--- src/rtl/kalman_pkg.sv ---
// kalman_pkg: shared types and constants for the multi-channel Kalman tracker.
// Holds the controller state encoding and the guard-bit rule used by every
// saturating add/sub (operands are widened by SAT_EXTRA bits before clamping).
package kalman_pkg;

  typedef enum logic [1:0] {
    ST_IDLE = 2'd0,
    ST_PRED = 2'd1,
    ST_UPD  = 2'd2,
    ST_OUT  = 2'd3
  } kalman_state_e;

  localparam int SAT_EXTRA = 2;

  // Working width of a saturating add/sub on w-bit operands.
  function automatic int sat_width(input int w);
    return w + SAT_EXTRA;
  endfunction

endpackage

--- src/rtl/kalman_sat.sv ---
// kalman_sat: combinational saturating add/sub of two W-bit two's-complement
// operands. The result is formed with guard bits, then clamped to the W-bit range.
module kalman_sat
  import kalman_pkg::*;
#(
  parameter int W = 16
) (
  input  logic signed [W-1:0] a,
  input  logic signed [W-1:0] b,
  input  logic                sub,
  output logic signed [W-1:0] y
);

  localparam int SW = sat_width(W);
  localparam logic signed [SW-1:0] MAX_V = {{(SAT_EXTRA + 1){1'b0}}, {(W - 1){1'b1}}};
  localparam logic signed [SW-1:0] MIN_V = {{(SAT_EXTRA + 1){1'b1}}, {(W - 1){1'b0}}};

  logic signed [SW-1:0] a_x_s;
  logic signed [SW-1:0] b_x_s;
  logic signed [SW-1:0] sum_s;

  // Widen, add or subtract, then clamp to the representable range.
  always_comb begin
    a_x_s = {{SAT_EXTRA{a[W-1]}}, a};
    b_x_s = {{SAT_EXTRA{b[W-1]}}, b};
    if (sub) begin
      sum_s = a_x_s - b_x_s;
    end else begin
      sum_s = a_x_s + b_x_s;
    end
    if (sum_s > MAX_V) begin
      y = MAX_V[W-1:0];
    end else if (sum_s < MIN_V) begin
      y = MIN_V[W-1:0];
    end else begin
      y = sum_s[W-1:0];
    end
  end

endmodule

--- src/rtl/kalman_mc.sv ---
// kalman_mc: NCH-channel angle tracker (predict from gyro rate, correct from
// measured angle) sharing one arithmetic datapath. One transaction runs
// IDLE->PRED->UPD->OUT; clear and bad-channel commands go IDLE->OUT directly.
// Optional feature macro: KALMAN_MC_BIAS_EST_EN enables per-channel gyro bias
// estimation; without it bias reads as zero and out_bias stays zero.
module kalman_mc
  import kalman_pkg::*;
#(
  parameter int W          = 16,
  parameter int NCH        = 3,
  parameter int RATE_SHIFT = 6,
  parameter int K_SHIFT    = 6,
  parameter int B_SHIFT    = 8,
  localparam int CW        = (NCH > 1) ? $clog2(NCH) : 1
) (
  input  logic                clk,
  input  logic                rst_n,
  input  logic                in_valid,
  output logic                in_ready,
  input  logic [CW-1:0]       in_ch,
  input  logic                in_clr,
  input  logic signed [W-1:0] rate,
  input  logic signed [W-1:0] angle_m,
  output logic                out_valid,
  input  logic                out_ready,
  output logic [CW-1:0]       out_ch,
  output logic signed [W-1:0] angle_out,
  output logic signed [W-1:0] out_bias,
  output logic                out_err
);

  kalman_state_e state_r, state_s;

  logic signed [W-1:0] angle_r [NCH];
  logic [CW-1:0]       ch_r;
  logic signed [W-1:0] rate_r;
  logic signed [W-1:0] angm_r;
  logic signed [W-1:0] pred_r;
  logic signed [W-1:0] innov_r;

  logic                accept_s;
  logic                bad_s;
  logic signed [W-1:0] angle_rd_s;
  logic signed [W-1:0] bias_rd_s;
  logic signed [W-1:0] r_eff_s;
  logic signed [W-1:0] rate_step_s;
  logic signed [W-1:0] pred_s;
  logic signed [W-1:0] innov_s;
  logic signed [W-1:0] k_step_s;
  logic signed [W-1:0] angle_new_s;
  logic signed [W-1:0] bias_new_s;

  logic                out_valid_r;
  logic [CW-1:0]       out_ch_r;
  logic signed [W-1:0] angle_out_r;
  logic signed [W-1:0] out_bias_r;
  logic                out_err_r;

  assign accept_s   = in_valid && (state_r == ST_IDLE);
  assign bad_s      = (int'(in_ch) >= NCH);
  assign in_ready   = (state_r == ST_IDLE);
  assign angle_rd_s = angle_r[ch_r];

  // Prediction chain: remove bias from rate, integrate, form innovation.
  kalman_sat #(.W(W)) u_sat_reff  (.a(rate_r),     .b(bias_rd_s),   .sub(1'b1), .y(r_eff_s));
  assign rate_step_s = r_eff_s >>> RATE_SHIFT;
  kalman_sat #(.W(W)) u_sat_pred  (.a(angle_rd_s), .b(rate_step_s), .sub(1'b0), .y(pred_s));
  kalman_sat #(.W(W)) u_sat_innov (.a(angm_r),     .b(pred_s),      .sub(1'b1), .y(innov_s));

  // Correction: apply the fixed gain to the registered innovation.
  assign k_step_s = innov_r >>> K_SHIFT;
  kalman_sat #(.W(W)) u_sat_upd   (.a(pred_r),     .b(k_step_s),    .sub(1'b0), .y(angle_new_s));

`ifdef KALMAN_MC_BIAS_EST_EN
  logic signed [W-1:0] bias_r [NCH];
  logic signed [W-1:0] b_step_s;

  assign bias_rd_s = bias_r[ch_r];
  assign b_step_s  = innov_r >>> B_SHIFT;
  kalman_sat #(.W(W)) u_sat_bias  (.a(bias_rd_s),  .b(b_step_s),    .sub(1'b1), .y(bias_new_s));

  // Per-channel bias storage: cleared by command, nudged against the innovation in UPD.
  always_ff @(posedge clk or negedge rst_n) begin
    if (!rst_n) begin
      for (int i = 0; i < NCH; i++) begin
        bias_r[i] <= '0;
      end
    end else if (accept_s && in_clr && !bad_s) begin
      bias_r[in_ch] <= '0;
    end else if (state_r == ST_UPD) begin
      bias_r[ch_r] <= bias_new_s;
    end
  end
`else
  assign bias_rd_s  = '0;
  assign bias_new_s = '0;
`endif

  // Controller state register.
  always_ff @(posedge clk or negedge rst_n) begin
    if (!rst_n) begin
      state_r <= ST_IDLE;
    end else begin
      state_r <= state_s;
    end
  end

  // Next-state logic; clear and bad-channel commands skip the arithmetic.
  always_comb begin
    state_s = state_r;
    case (state_r)
      ST_IDLE: begin
        if (accept_s) begin
          if (in_clr || bad_s) begin
            state_s = ST_OUT;
          end else begin
            state_s = ST_PRED;
          end
        end else begin
          state_s = ST_IDLE;
        end
      end
      ST_PRED: state_s = ST_UPD;
      ST_UPD:  state_s = ST_OUT;
      ST_OUT: begin
        if (out_ready) begin
          state_s = ST_IDLE;
        end else begin
          state_s = ST_OUT;
        end
      end
      default: state_s = ST_IDLE;
    endcase
  end

  // Capture the request at transfer and the prediction results in PRED.
  always_ff @(posedge clk or negedge rst_n) begin
    if (!rst_n) begin
      ch_r    <= '0;
      rate_r  <= '0;
      angm_r  <= '0;
      pred_r  <= '0;
      innov_r <= '0;
    end else if (accept_s) begin
      ch_r   <= in_ch;
      rate_r <= rate;
      angm_r <= angle_m;
    end else if (state_r == ST_PRED) begin
      pred_r  <= pred_s;
      innov_r <= innov_s;
    end
  end

  // Per-channel angle storage: cleared by command, written with the corrected angle in UPD.
  always_ff @(posedge clk or negedge rst_n) begin
    if (!rst_n) begin
      for (int i = 0; i < NCH; i++) begin
        angle_r[i] <= '0;
      end
    end else if (accept_s && in_clr && !bad_s) begin
      angle_r[in_ch] <= '0;
    end else if (state_r == ST_UPD) begin
      angle_r[ch_r] <= angle_new_s;
    end
  end

  // Result registers: loaded on entry to OUT, held until the consumer accepts.
  always_ff @(posedge clk or negedge rst_n) begin
    if (!rst_n) begin
      out_valid_r <= 1'b0;
      out_ch_r    <= '0;
      angle_out_r <= '0;
      out_bias_r  <= '0;
      out_err_r   <= 1'b0;
    end else begin
      case (state_r)
        ST_IDLE: begin
          if (accept_s && (in_clr || bad_s)) begin
            out_valid_r <= 1'b1;
            out_ch_r    <= in_ch;
            angle_out_r <= '0;
            out_bias_r  <= '0;
            out_err_r   <= bad_s;
          end
        end
        ST_UPD: begin
          out_valid_r <= 1'b1;
          out_ch_r    <= ch_r;
          angle_out_r <= angle_new_s;
          out_bias_r  <= bias_new_s;
          out_err_r   <= 1'b0;
        end
        ST_OUT: begin
          if (out_ready) begin
            out_valid_r <= 1'b0;
          end
        end
        default: begin
          out_valid_r <= 1'b0;
        end
      endcase
    end
  end

  assign out_valid = out_valid_r;
  assign out_ch    = out_ch_r;
  assign angle_out = angle_out_r;
  assign out_bias  = out_bias_r;
  assign out_err   = out_err_r;

endmodule

--- config.mk ---
export PLATFORM = sky130hd
export DESIGN_NAME = kalman_mc
export DESIGN_NICKNAME = d
export VERILOG_FILES = /design/src/rtl/kalman_pkg.sv /design/src/rtl/kalman_sat.sv /design/src/rtl/kalman_mc.sv
export SDC_FILE = /design/constraint.sdc
export NUM_CORES = 1
export LEC_CHECK = 0
export CAP_MARGIN = 30
export CORE_MARGIN = 5
export CORE_UTILIZATION = 61
export CTS_CLUSTER_DIAMETER = 100
export DETAILED_ROUTE_END_ITERATION = 6
export PLACE_DENSITY_LB_ADDON = 0.1
export SYNTH_ARGS = -nofsm -noshare
export SYNTH_HDL_FRONTEND = slang
export SYNTH_HIERARCHICAL = 1
export SYNTH_SLANG_ARGS = --single-unit
--- constraint.sdc ---
create_clock -name clk -period 9.3 [get_ports clk]
set_input_delay 1.86 -clock clk [delete_from_list [all_inputs] [get_ports clk]]
set_output_delay 1.86 -clock clk [all_outputs]
set_load 0.1 [all_outputs]
==> impl_metrics.py <==
metrics = {
    "outcome": {
        "outcome": "finished, final reports clean",
    },
    "grt": {
        "grt_max_degree": 68,
        "use_met1_pct": 34.0,
        "grtUsageTotal_pct": 25.2,
        "grt_pass1_vias": 8886,
        "grt_util_met2_pct": 41.3,
        "grt_first_pass_wirelength_um": 44600,
        "grt_use_met3_pct": 5.43,
        "grt_antenna_before_repair": 0,
        "grt_busiest_layer": "met2",
        "gr-total-overflow": 0,
    },
    "logic_synthesis": {
        "syn_inst": 1217,
        "syn_area_per_cell_sq_um": 9.16,
        "netlist_area_sq_um": 11100,
        "synth_warnings": 6,
    },
    "cells_and_area": {
        "design_area_sq_um": 12600,
        "layout-drive-gt1-share_pct": 12.1,
        "fin_nets": 1419,
        "fillers": 1423,
        "synthToLayoutAreaGrowth_pct": 12.8,
        "diodes": 0,
    },
    "floorplan": {
        "chipHeight_um": 145,
        "core_sq_um": 18000,
        "rows": 49,
        "die_w_um": 145,
        "io_pins": 76,
        "die_area_sq_um": 21100,
        "start_util_pct": 62.1,
    },
    "sta": {
        "slew_headroom_pct": 30.9,
        "fmaxAchievable_ghz": 0.115,
        "tightestPinTransition_ps": 1030,
        "hold_viol": 0,
        "rsz0062_at_grt": "false",
        "setup_viol": 0,
        "timing.setup.tns_ps": 0,
        "fin_worst_skew_ps": 10.8,
        "slew_violations": 0,
        "fin_crit_sh_pct": 93.1,
        "fin_crit_ps": 8660,
    },
    "placement": {
        "portBuffers": 59,
        "placed_area_sq_um": 11900,
        "dp.final_hpwl_um": 19500,
        "place_congestion": 0.934,
    },
    "setup_path": {
        "slowest_delay_ps": 590,
        "cp.required_ps": 9600,
        "crit_fanout": 12,
        "critical-path-slowest-cell": "o31ai_1",
        "end_kind": "flip-flop",
        "critical_path_arrival_ps": 8970,
        "crit_type": "flip-flop to flip-flop",
        "crit_path_start_kind": "flip-flop",
        "path_common_cell": "ha_1",
    },
    "clocking": {
        "post_cts_buffers": 0,
        "clock_latency_ps": 420,
        "cts.path.max_buffers": 2,
        "cts_tree": "built",
        "clkTransAtPathRegs_ps": 60,
        "numCtsBuffers": 17,
        "cts_sinks": 130,
        "root_buffer": "clkbuf_16",
        "cts_resized": 0,
        "cts-htree-levels": 4,
        "ctsHoldBuffers": 0,
    },
    "flow_run": {
        "maxCapViolCount": 0,
    },
    "min_path": {
        "hp-class": "flip-flop to flip-flop",
    },
    "route": {
        "ant_nets": 0,
        "drt_iter0_drc": 620,
        "vias_per_cell": 5.96,
        "vias": 9222,
        "wl_per_cell_um": 17.4,
        "route.detailed.drc": 0,
        "drt_pre_antenna_iters": 5,
        "wl_um": 26900,
    },
}
-- registers in the layout (all words and copies together), names as in the netlist --
signal	count
ch_r	2
pred_r	16
angm_r	16
out_err	1
out_ch	2
innov_r	10
state_r	2
out_valid	1
angle_out	16
rate_r	16
angle_r	48
-- worst max-delay path: cells and delay by family (launching register included) --
| kind | cells | cell delay (ps) |
|---|---|---|
| AOI/OAI and AO/OA | 16 | 3810 |
| adders and majority gates | 5 | 1800 |
| and+or+nand+nor | 5 | 1680 |
| muxes | 2 | 490 |
| DFF | 1 | 350 |
| xor gates and xnor gates | 2 | 350 |
| buffers and inverters | 1 | 80 |
-- path summary, 6_finish.rpt --
| kind | start | end | slack (ps) | cells past startpoint |
|---|---|---|---|---|
| max | rate_r[5] | innov_r[7] | 640 | 31 |
| min | rate_r[4] | rate_r[4] | 500 | 1 |
| max reg2reg | rate_r[5] | innov_r[7] | 640 | 31 |
| min reg2reg | rate_r[4] | rate_r[4] | 500 | 1 |
| min in group asynchronous | rst_n | rate_r[2] | 1550 | 1 |
| max in group asynchronous | rst_n | angle_r[28] | 6400 | 2 |
-- metrics by stage --
stage / hold slack (ps) / std cells / setup slack [ps] / util [%]
2_1_floorplan: 465 / 1293 / 1790 / -
3_3_place_gp: 477 / 1518 / 946 / 66.4
3_5_place_dp: 480 / 1518 / 772 / 66.4
4_1_cts: 499 / 1548 / 672 / 69.9
5_1_grt: 511 / 1548 / 55.3 / 70.0
6_report: 496 / 1548 / 639 / 70.0
-- cells in the final DEF, fill, tap and decap left out, drive strengths merged, types with 18 or more instances in the layout --
| master | n |
|---|---|
| nand2 | 85 |
| mux2i | 24 |
| a211oi | 38 |
| ha | 68 |
| mux2 | 68 |
| nor2 | 72 |
| a21o | 27 |
| xor2 | 36 |
| xnor2 | 59 |
| a21oi | 92 |
| clkbuf | 20 |
| maj3 | 18 |
| a221o | 32 |
| nor3 | 26 |
| clkdlybuf4s50 | 58 |
| inv | 80 |
| o21ai | 89 |
| conb | 78 |
| dfrtp | 130 |
-- routing by layer --
metal	wire (um)	share of wire, %	vias to the layer above
met5	0	0	-
met4	438	1.6	0
met3	1370	5.1	36
met2	12800	48	227
met1	12300	46	4419
li1	-	-	4540
-- layout make-up --
| cell class | count | area [sq um] | share of cell area (%) |
|---|---|---|---|
| repair buffers | 70 | 671 | 5.33 |
| inverters | 80 | 300 | 2.39 |
| clock buffers | 20 | 457 | 3.63 |
| well taps | 229 | 287 | 2.28 |
| multi-input cells | 1009 | 7450 | 59.2 |
| clock inverters | 10 | 159 | 1.26 |
| flip-flops and latches | 130 | 3250 | 25.9 |
Power is not shown: default switching activity piles up to over one toggle a cycle in this logic, so the estimate is an artifact.
